### src/rtl/glyph_row_serializer_pkg.sv
// Shared font geometry and the glyph-row slicing helper for the glyph row serializer.
package glyph_row_serializer_pkg;

  localparam int unsigned CHAR_BITS  = 7;
  localparam int unsigned FONT_W     = 8;
  localparam int unsigned FONT_H     = 16;
  localparam int unsigned GLYPH_BITS = FONT_W * FONT_H;
  localparam int unsigned ROW_BITS   = 4;
  localparam int unsigned CNT_BITS   = $clog2(FONT_W);
  localparam int unsigned IDX_BITS   = $clog2(GLYPH_BITS);

  typedef logic [FONT_W-1:0] row_byte_t;

  // Glyph bit 0 is the top-left pixel; the leftmost pixel of a row lands in the byte MSB.
  function automatic row_byte_t row_slice(input logic [0:GLYPH_BITS-1] glyph,
                                          input logic [ROW_BITS-1:0]   row);
    logic [IDX_BITS-1:0] base;
    row_byte_t           b;
    base = IDX_BITS'(FONT_W * 32'(row));
    b    = '0;
    if (32'(row) < FONT_H) begin
      b = glyph[base +: FONT_W];
    end
    return b;
  endfunction

endpackage

### src/rtl/glyph_row_serializer_if.sv
// Request and pixel-stream handshakes between a cell requester/pixel sink and the serializer.
interface glyph_row_serializer_if;
  import glyph_row_serializer_pkg::*;

  logic                 req_valid;
  logic                 req_ready;
  logic [CHAR_BITS-1:0] req_char;
  logic [ROW_BITS-1:0]  req_row;
  logic                 pix_valid;
  logic                 pix_ready;
  logic                 pix;
  logic                 last;

  modport master (
    output req_valid, req_char, req_row, pix_ready,
    input  req_ready, pix_valid, pix, last
  );

  modport slave (
    input  req_valid, req_char, req_row, pix_ready,
    output req_ready, pix_valid, pix, last
  );

endinterface

### src/rtl/glyph_row_serializer_row_mux.sv
// Combinational selection of one glyph row byte, blanking rows beyond the font height.
module glyph_row_serializer_row_mux
  import glyph_row_serializer_pkg::*;
(
  input  logic [0:GLYPH_BITS-1] font_data_i,
  input  logic [ROW_BITS-1:0]   row_i,
  output row_byte_t             byte_o
);

  always_comb begin
    byte_o = row_slice(font_data_i, row_i);
  end

endmodule

### src/rtl/glyph_row_serializer.sv
// Font ROM reader that fetches one glyph row per request and streams it out MSB-first,
// double-buffered so back-to-back cells stream without a bubble.
module glyph_row_serializer
  import glyph_row_serializer_pkg::*;
(
  input  logic                  clk_i,
  input  logic                  rstn_i,
  glyph_row_serializer_if.slave bus_if,
  output logic [CHAR_BITS-1:0]  font_addr_o,
  input  logic [0:GLYPH_BITS-1] font_data_i,
  output logic                  busy_o
);

  logic                 pend_a_q, pend_a_d;
  logic                 pend_b_q, pend_b_d;
  logic [CHAR_BITS-1:0] addr_q, addr_d;
  logic [ROW_BITS-1:0]  row_q, row_d;
  row_byte_t            nxt_q, nxt_d;
  logic                 nxt_valid_q, nxt_valid_d;
  row_byte_t            sh_q, sh_d;
  logic [CNT_BITS-1:0]  cnt_q, cnt_d;
  logic                 pv_q, pv_d;

  row_byte_t            fetched_byte;
  logic                 accept;
  logic                 fire;
  logic                 finishing;
  logic                 shifter_free;

  glyph_row_serializer_row_mux u_row_mux (
    .font_data_i (font_data_i),
    .row_i       (row_q),
    .byte_o      (fetched_byte)
  );

  assign bus_if.req_ready = ~pend_a_q & ~pend_b_q & ~nxt_valid_q;
  assign accept           = bus_if.req_valid & bus_if.req_ready;
  assign fire             = pv_q & bus_if.pix_ready;
  assign finishing        = fire & (cnt_q == CNT_BITS'(FONT_W - 1));
  assign shifter_free     = ~pv_q | finishing;

  // Fetch pipe: pend_a covers the ROM address cycle, pend_b the ROM data cycle.
  always_comb begin
    addr_d   = addr_q;
    row_d    = row_q;
    pend_a_d = accept;
    pend_b_d = pend_a_q;
    if (accept) begin
      addr_d = bus_if.req_char;
      row_d  = bus_if.req_row;
    end
  end

  always_comb begin
    sh_d        = sh_q;
    cnt_d       = cnt_q;
    pv_d        = pv_q;
    nxt_d       = nxt_q;
    nxt_valid_d = nxt_valid_q;

    if (fire) begin
      sh_d  = sh_q << 1;
      cnt_d = cnt_q + 1'b1;
    end

    if (shifter_free) begin
      if (nxt_valid_q) begin
        sh_d        = nxt_q;
        cnt_d       = '0;
        pv_d        = 1'b1;
        nxt_valid_d = 1'b0;
        if (pend_b_q) begin
          nxt_d       = fetched_byte;
          nxt_valid_d = 1'b1;
        end
      end else if (pend_b_q) begin
        sh_d  = fetched_byte;
        cnt_d = '0;
        pv_d  = 1'b1;
      end else if (finishing) begin
        pv_d = 1'b0;
      end
    end else if (pend_b_q) begin
      nxt_d       = fetched_byte;
      nxt_valid_d = 1'b1;
    end
  end

  always_ff @(posedge clk_i or negedge rstn_i) begin
    if (!rstn_i) begin
      pend_a_q    <= 1'b0;
      pend_b_q    <= 1'b0;
      addr_q      <= '0;
      row_q       <= '0;
      nxt_q       <= '0;
      nxt_valid_q <= 1'b0;
      sh_q        <= '0;
      cnt_q       <= '0;
      pv_q        <= 1'b0;
    end else begin
      pend_a_q    <= pend_a_d;
      pend_b_q    <= pend_b_d;
      addr_q      <= addr_d;
      row_q       <= row_d;
      nxt_q       <= nxt_d;
      nxt_valid_q <= nxt_valid_d;
      sh_q        <= sh_d;
      cnt_q       <= cnt_d;
      pv_q        <= pv_d;
    end
  end

  assign font_addr_o      = addr_q;
  assign bus_if.pix_valid = pv_q;
  assign bus_if.pix       = sh_q[FONT_W-1];
  assign bus_if.last      = pv_q & (cnt_q == CNT_BITS'(FONT_W - 1));
  assign busy_o           = pend_a_q | pend_b_q | nxt_valid_q | pv_q;

endmodule

### src/flat_wrapper.sv
// flat-port wrapper written by rule: the top's interface ports become plain ports
module glyph_row_serializer_flat import glyph_row_serializer_pkg::*;
  (clk_i, rstn_i, font_addr_o, font_data_i, busy_o, bus_if_req_valid, bus_if_req_char, bus_if_req_row, bus_if_pix_ready, bus_if_req_ready, bus_if_pix_valid, bus_if_pix, bus_if_last);
  glyph_row_serializer_if bus_if_i ();
  input  logic clk_i;
  input  logic rstn_i;
  output logic [CHAR_BITS-1:0] font_addr_o;
  input  logic [0:GLYPH_BITS-1] font_data_i;
  output logic busy_o;
  input wire logic [$bits(bus_if_i.req_valid)-1:0] bus_if_req_valid;
  input wire logic [$bits(bus_if_i.req_char)-1:0] bus_if_req_char;
  input wire logic [$bits(bus_if_i.req_row)-1:0] bus_if_req_row;
  input wire logic [$bits(bus_if_i.pix_ready)-1:0] bus_if_pix_ready;
  output wire logic [$bits(bus_if_i.req_ready)-1:0] bus_if_req_ready;
  output wire logic [$bits(bus_if_i.pix_valid)-1:0] bus_if_pix_valid;
  output wire logic [$bits(bus_if_i.pix)-1:0] bus_if_pix;
  output wire logic [$bits(bus_if_i.last)-1:0] bus_if_last;
  assign bus_if_i.req_valid = bus_if_req_valid;
  assign bus_if_i.req_char = bus_if_req_char;
  assign bus_if_i.req_row = bus_if_req_row;
  assign bus_if_i.pix_ready = bus_if_pix_ready;
  assign bus_if_req_ready = bus_if_i.req_ready;
  assign bus_if_pix_valid = bus_if_i.pix_valid;
  assign bus_if_pix = bus_if_i.pix;
  assign bus_if_last = bus_if_i.last;
  glyph_row_serializer u_core (.clk_i(clk_i), .rstn_i(rstn_i), .bus_if(bus_if_i), .font_addr_o(font_addr_o), .font_data_i(font_data_i), .busy_o(busy_o));
endmodule
### config.mk
export PLATFORM = sky130hd
export DESIGN_NAME = glyph_row_serializer_flat
export DESIGN_NICKNAME = d
export VERILOG_FILES = /design/src/rtl/glyph_row_serializer_pkg.sv /design/src/rtl/glyph_row_serializer_if.sv /design/src/rtl/glyph_row_serializer_row_mux.sv /design/src/rtl/glyph_row_serializer.sv /design/src/flat_wrapper.sv
export SDC_FILE = /design/constraint.sdc
export NUM_CORES = 1
export LEC_CHECK = 0
export BUFFER_PORTS_ARGS = -buffer_cell sky130_fd_sc_hd__buf_4
export CORE_MARGIN = 8
export CORE_UTILIZATION = 33
export DETAILED_ROUTE_END_ITERATION = 10
export PLACE_DENSITY = 0.64
export SYNTH_ARGS = -nofsm -noshare
export SYNTH_HDL_FRONTEND = slang
export SYNTH_HIERARCHICAL = 1
export SYNTH_SLANG_ARGS = --single-unit
### constraint.sdc
create_clock -name clk_i -period 2 [get_ports clk_i]
set_input_delay 0.3 -clock clk_i [delete_from_list [all_inputs] [get_ports clk_i]]
set_output_delay 0.3 -clock clk_i [all_outputs]
set_load 0.05 [all_outputs]
### Word-level counts from Yosys, hierarchy flattened

Cells that the tools add are included.

| operators by class | value |
|---|---|
| add/subtract/negate cells | 1 |
| equality and inequality tests | 2 |
| shifts and indexed selects | 1 |
| muxes and demuxes | 18 |
| bitwise operators | 15 |
| reduce and logical (&&, ||, !) cells | 3 |

Operators with widths:

| cell | count |
|---|---|
| $shiftx A128 B8 Y129 | 1 |
| $mux W8 | 7 |
| $mux W3 | 4 |
| $not A7 Y8 | 1 |
| $mux W1 | 7 |
| $and A1 B1 Y1 | 6 |
| $not A1 Y1 | 4 |
| $or A1 B1 Y1 | 4 |
| $add A3 B1 Y3 const B | 1 |
| $eq A3 B3 Y1 const B | 1 |
| $reduce_bool A3 Y1 | 1 |
| $ne A2 B1 Y1 const B | 1 |
| $reduce_and A2 Y1 | 1 |
| $reduce_bool A2 Y1 | 1 |

| word-level totals | value |
|---|---|
| flip-flop bits (word level) | 34 |
| input bits | 143 |
| output and inout port bits | 12 |

### Depth between registers and ports, before layout

| logic depth | value |
|---|---|
| depth in word-level cells | 5 |
| depth in mapped cells | 9 |

### By module

Netlist, hierarchy kept.

Modules (own cells, without submodules):

| module | instances | cells each | area an instance (um^2) | seq. area each (um^2) |
|---|---|---|---|---|
| glyph_row_serializer | 1 | 140 | 1,711.6 | 850.8 |
| glyph_row_serializer_row_mux | 1 | 70 | 1,033.5 | 0.0 |

### Worst setup path after synthesis

No wires, ideal clock.

| path | value |
|---|---|
| path type | register to register |
| start point | register u_core.row_q[0] |
| end point | register u_core.sh_q[0] |
| data arrival time | 1.864 ns |
| data required time | 1.881 ns |
| path slack | 0.017 ns |
| cell stages (with the launch flop) | 10 |
| path buffers | 2 |
| clock period less this slack | 1.983 ns |
| cells stage by stage | dfrtp_1 -> buf_6 -> buf_4 -> mux4_2 -> a22oi_1 -> nand2_1 -> nand2b_1 -> a21oi_1 -> nor3_1 -> o21a_1 |

| between the ends | value |
|---|---|
| longest elaborated chain between the ends | 5 |

RTL lines:

| item | RTL line | source |
|---|---|---|
| from (decl) | glyph_row_serializer.sv:17 | `logic [ROW_BITS-1:0] row_q, row_d;` |
| from (signal assigned) | glyph_row_serializer.sv:104 | `row_q <= row_d;` |
| $not A7 Y8 (not written as such) | glyph_row_serializer_pkg.sv:22 | `b = glyph[base +: FONT_W];` |
| $shiftx A128 B8 Y129 | glyph_row_serializer_pkg.sv:22 |  |
| via u_core.fetched_byte[0] | glyph_row_serializer.sv:24 | `row_byte_t fetched_byte;` |
| $mux W8 | glyph_row_serializer.sv:76 | `end else if (pend_b_q) begin` |
| $mux W8 | glyph_row_serializer.sv:67 | `if (nxt_valid_q) begin` |
| $mux W8 | glyph_row_serializer.sv:66 | `if (shifter_free) begin` |
| via u_core.sh_d[0] | glyph_row_serializer.sv:20 | `row_byte_t sh_q, sh_d;` |
| to (signal assigned) | glyph_row_serializer.sv:97 | `sh_q <= '0;` |
| to (signal assigned) | glyph_row_serializer.sv:107 | `sh_q <= sh_d;` |
| to (decl) | glyph_row_serializer.sv:20 |  |

The timed path passes the listed nets, and every way through them passes these cells.
A chain may end at the register's enable or synchronous reset.

### Worst setup path after layout

Same ends and word-level chain as after synthesis.

==> metrics <==
status=completed; DIE HEIGHT=about 110 µm; first-pass GRT wire length=about 15 mm; die width=107 µm; Mapped Area=between 2000 and 3000 µm²; Max Cap Violations=0; vias=around 2500; count of final setup violators=0; Max stage delay cell, worst path=mux4_2; Routed Antenna Nets=0; GP Congestion=about 0.84; CTS clk-pin slew, worst paths=about 0.08 ns; Setup crit start kind=register; worst vdd ir=around 790 µV; final worst-path cycle share=0.993; TritonCTS Buffers=5; I/O Pins=about 160; share of the synthesized area in the top cell type=0.310; initial detailed-routing violation count=between 100 and 150; post-synth top area cell=dfrtp_1; FF-to-FF End=u_core/sh_q[0]; CTS Root Cell=clkbuf_8; Syn Inst Count=210; Fill cells=732; Post-Syn Area per Cell=13.1 µm²; fmax=around 500 MHz; port bufs=between 150 and 200; Std-Cell Rows=33; CTS tree=yes; Final Max Tran Viols=0; kind of cell adding the most delay to the critical path=multiplexers; Synthesized Nets=roughly 360; Worst Skew=0.0134 ns; Setup TNS=0 ns; cell chain of the critical path=buf_4 > mux4_2 > a22oi_2 > nand2_1 > buf_4 > nor3b_2 > nor3_1 > o21a_1; core box area=approximately 8100 µm²; Lkg Pwr=around 2 nW; diode count=0; Hold Path End=u_core/font_addr_o[1]; R2R Path Start=u_core/row_q[0]; final std cells w/o fill=roughly 480; Internal=0.00327 W; area delta synth->final=53.4%; Switching Fraction=0.389; final hold vios=0; sinks on the clock net=34; CP dominant cell by count=buf_4; Switching Power=0.00208 W; dominant cells by area after synthesis=dfrtp_1 (31%), mux4_2 (15%), mux4_1 (13%), mux2_4 (4.9%), a22oi_1 (4.4%); worst rel slew slack=0.480; Worst setup EP type=register; Starting Density=0.337; HP Start=bus_if_req_char[1]; CP Class=register to register; Power Dens Cells=roughly 1300 nW/µm²; sequential share of power=0.242; register area share after synthesis=0.310; CTS max path bufs=2; Yosys cell types=37; hold crit path type=input port to register; largest net degree at the start of global routing=35; DRT Pass-1 Iters=4; nets@finish=515; Comb pwr share=0.636; share of layout cells above drive strength 1=0.636; H-tree depth=2; Clk network pwr share=0.123; worst skew pair latency=0.29 ns; post-DR wirelength/cell=between 15 and 20 µm; Worst Tran Pin Value=just under 0.8 ns; Final min period=a little under 2 ns; vias in the first global route=about 2900; Post-DP HPWL=around 7.5 mm; Critical Path AT=around 2.2 ns; Worst Path Buf+Inv=2; die area=around 11000 µm²; grt ovf=0; drt via density=~5.2; flops & latches, synth=34; critical path's largest stage delay=around 0.5 ns; Critical Path RT=~2.2 ns; Crit Path Max Fanout=3; initial antenna violation count=0; final WL=slightly above 9 mm; Placed Cells=approximately 460; DRC Markers=0; GR Util All Layers=0.161; reg2reg path depth=8; Hold Crit Depth=2; flop2flop setup slack=roughly 0.015 ns; yosys warns=6; RSZ-0062 raised after global routing=true
==> kinds of logic after synthesis <==
kind of cell / count (synthesis) / share of synthesized area
buffers and inverters: 19 / 0.0542
adder cells (fa/ha/maj): 2 / 0.00911
AND/OR/NAND/NOR: 46 / 0.0834
AO/OA/AOI/OAI: 47 / 0.131
multiplexers: 62 / 0.412
flip-flops: 34 / 0.310
==> through the flow <==
stage	hold WS, ns	area, µm²	util	total power [W]	setup slack [ns]
2_1_floorplan	0.00441	2750	-	0.00365	0.0174
3_3_place_gp	0.289	4010	0.492	0.00441	0.0260
3_5_place_dp	0.285	4010	0.492	0.00446	-0.0467
4_1_cts	0.229	4200	0.516	0.00531	0.0152
5_1_grt	0.220	4210	0.518	0.00570	-0.0377
6_report	0.239	4210	0.518	0.00534	0.0147
==> area by class of cell <==
type / count / area [µm²] / area share
multi-input cells: 157 / 1780 / 0.422
clock buffers: 7 / 86.3 / 0.0205
flip-flops and latches: 34 / 852 / 0.202
clock inverters: 1 / 30.0 / 0.00713
repair buffers: 172 / 1340 / 0.317
well taps: 105 / 131 / 0.0312
==> power groups by stage <==
| stage | sequential (W) | clock, W | combinational, W |
|---|---|---|---|
| 2_1_floorplan | 0.00149 | 0 | 0.00217 |
| 3_3_place_gp | 0.00132 | 0 | 0.00309 |
| 3_5_place_dp | 0.00133 | 0 | 0.00312 |
| 4_1_cts | 0.00129 | 0.000674 | 0.00335 |
| 5_1_grt | 0.00134 | 0.000713 | 0.00364 |
| 6_report | 0.00129 | 0.000656 | 0.00340 |
==> timing repair <==
item,CTS,global route
setup endpoints to repair,6,12
hold buffers,1,0
pin swaps,0,4
gates resized for setup,1,15
setup buffers,5,1
endpoints found under the hold margin,34,0
cloned,1,0
==> how the worst max path moves through the flow <==
stage | startpoint | slack, ns | end | depth (start not counted)
global placement | u_core/row_q[0] | 0.03 | u_core/nxt_q[4] | 5
floorplan | u_core/row_q[0] | 0.02 | u_core/sh_q[0] | 9
global route | u_core/row_q[0] | -0.04 | u_core/sh_q[0] | 8
finish | u_core/row_q[0] | 0.01 | u_core/sh_q[0] | 8
CTS | u_core/row_q[0] | 0.02 | u_core/nxt_q[4] | 6
detailed placement | u_core/row_q[0] | -0.05 | u_core/sh_q[0] | 7
==> synth_stat cells (all sizes together) <==
| master | count |
|---|---|
| a21bo | 1 |
| a21boi | 1 |
| a21oi | 2 |
| a22oi | 16 |
| a2bb2oi | 7 |
| a31oi | 2 |
| and2 | 3 |
| and2b | 1 |
| buf | 14 |
| clkbuf | 2 |
| clkdlybuf4s25 | 3 |
| dfrtp | 34 |
| ha | 2 |
| mux2 | 19 |
| mux2i | 11 |
| mux4 | 32 |
| nand2 | 23 |
| nand2b | 2 |
| nor2 | 7 |
| nor2b | 4 |
| nor3 | 1 |
| nor3b | 3 |
| o211a | 7 |
| o21a | 1 |
| o21ai | 4 |
| o22ai | 6 |
| or2 | 1 |
| or3 | 1 |
==> metal layers <==
metal	vias up	part of all wire	GRT usage
met1	1200	0.37	0.177
met4	0	0.0072	0.0332
li1	1170	-	-
met5	-	0	0
met3	7	0.10	0.0714
met2	103	0.52	0.281
==> flip-flops by register name (all words and copies together), names as in the netlist <==
| register | cells |
|---|---|
| u_core/bus_if.pix_valid | 1 |
| u_core/cnt_q | 3 |
| u_core/font_addr_o | 7 |
| u_core/nxt_q | 8 |
| u_core/nxt_valid_q | 1 |
| u_core/pend_a_q | 1 |
| u_core/pend_b_q | 1 |
| u_core/row_q | 4 |
| u_core/sh_q | 8 |
==> placed cells by master (no fill, tap or decap), drive strengths merged, types with 3 or more instances in the layout <==
cell / count
mux2i: 11
clkbuf: 7
a22oi: 16
a2bb2oi: 7
buf: 171
nor2: 7
mux2: 19
o22ai: 6
nor2b: 4
and2: 3
dfrtp: 34
o211a: 7
o21ai: 4
mux4: 32
nor3b: 3
nand2: 23
No activity file was read; power rests on OpenSTA's default activity.
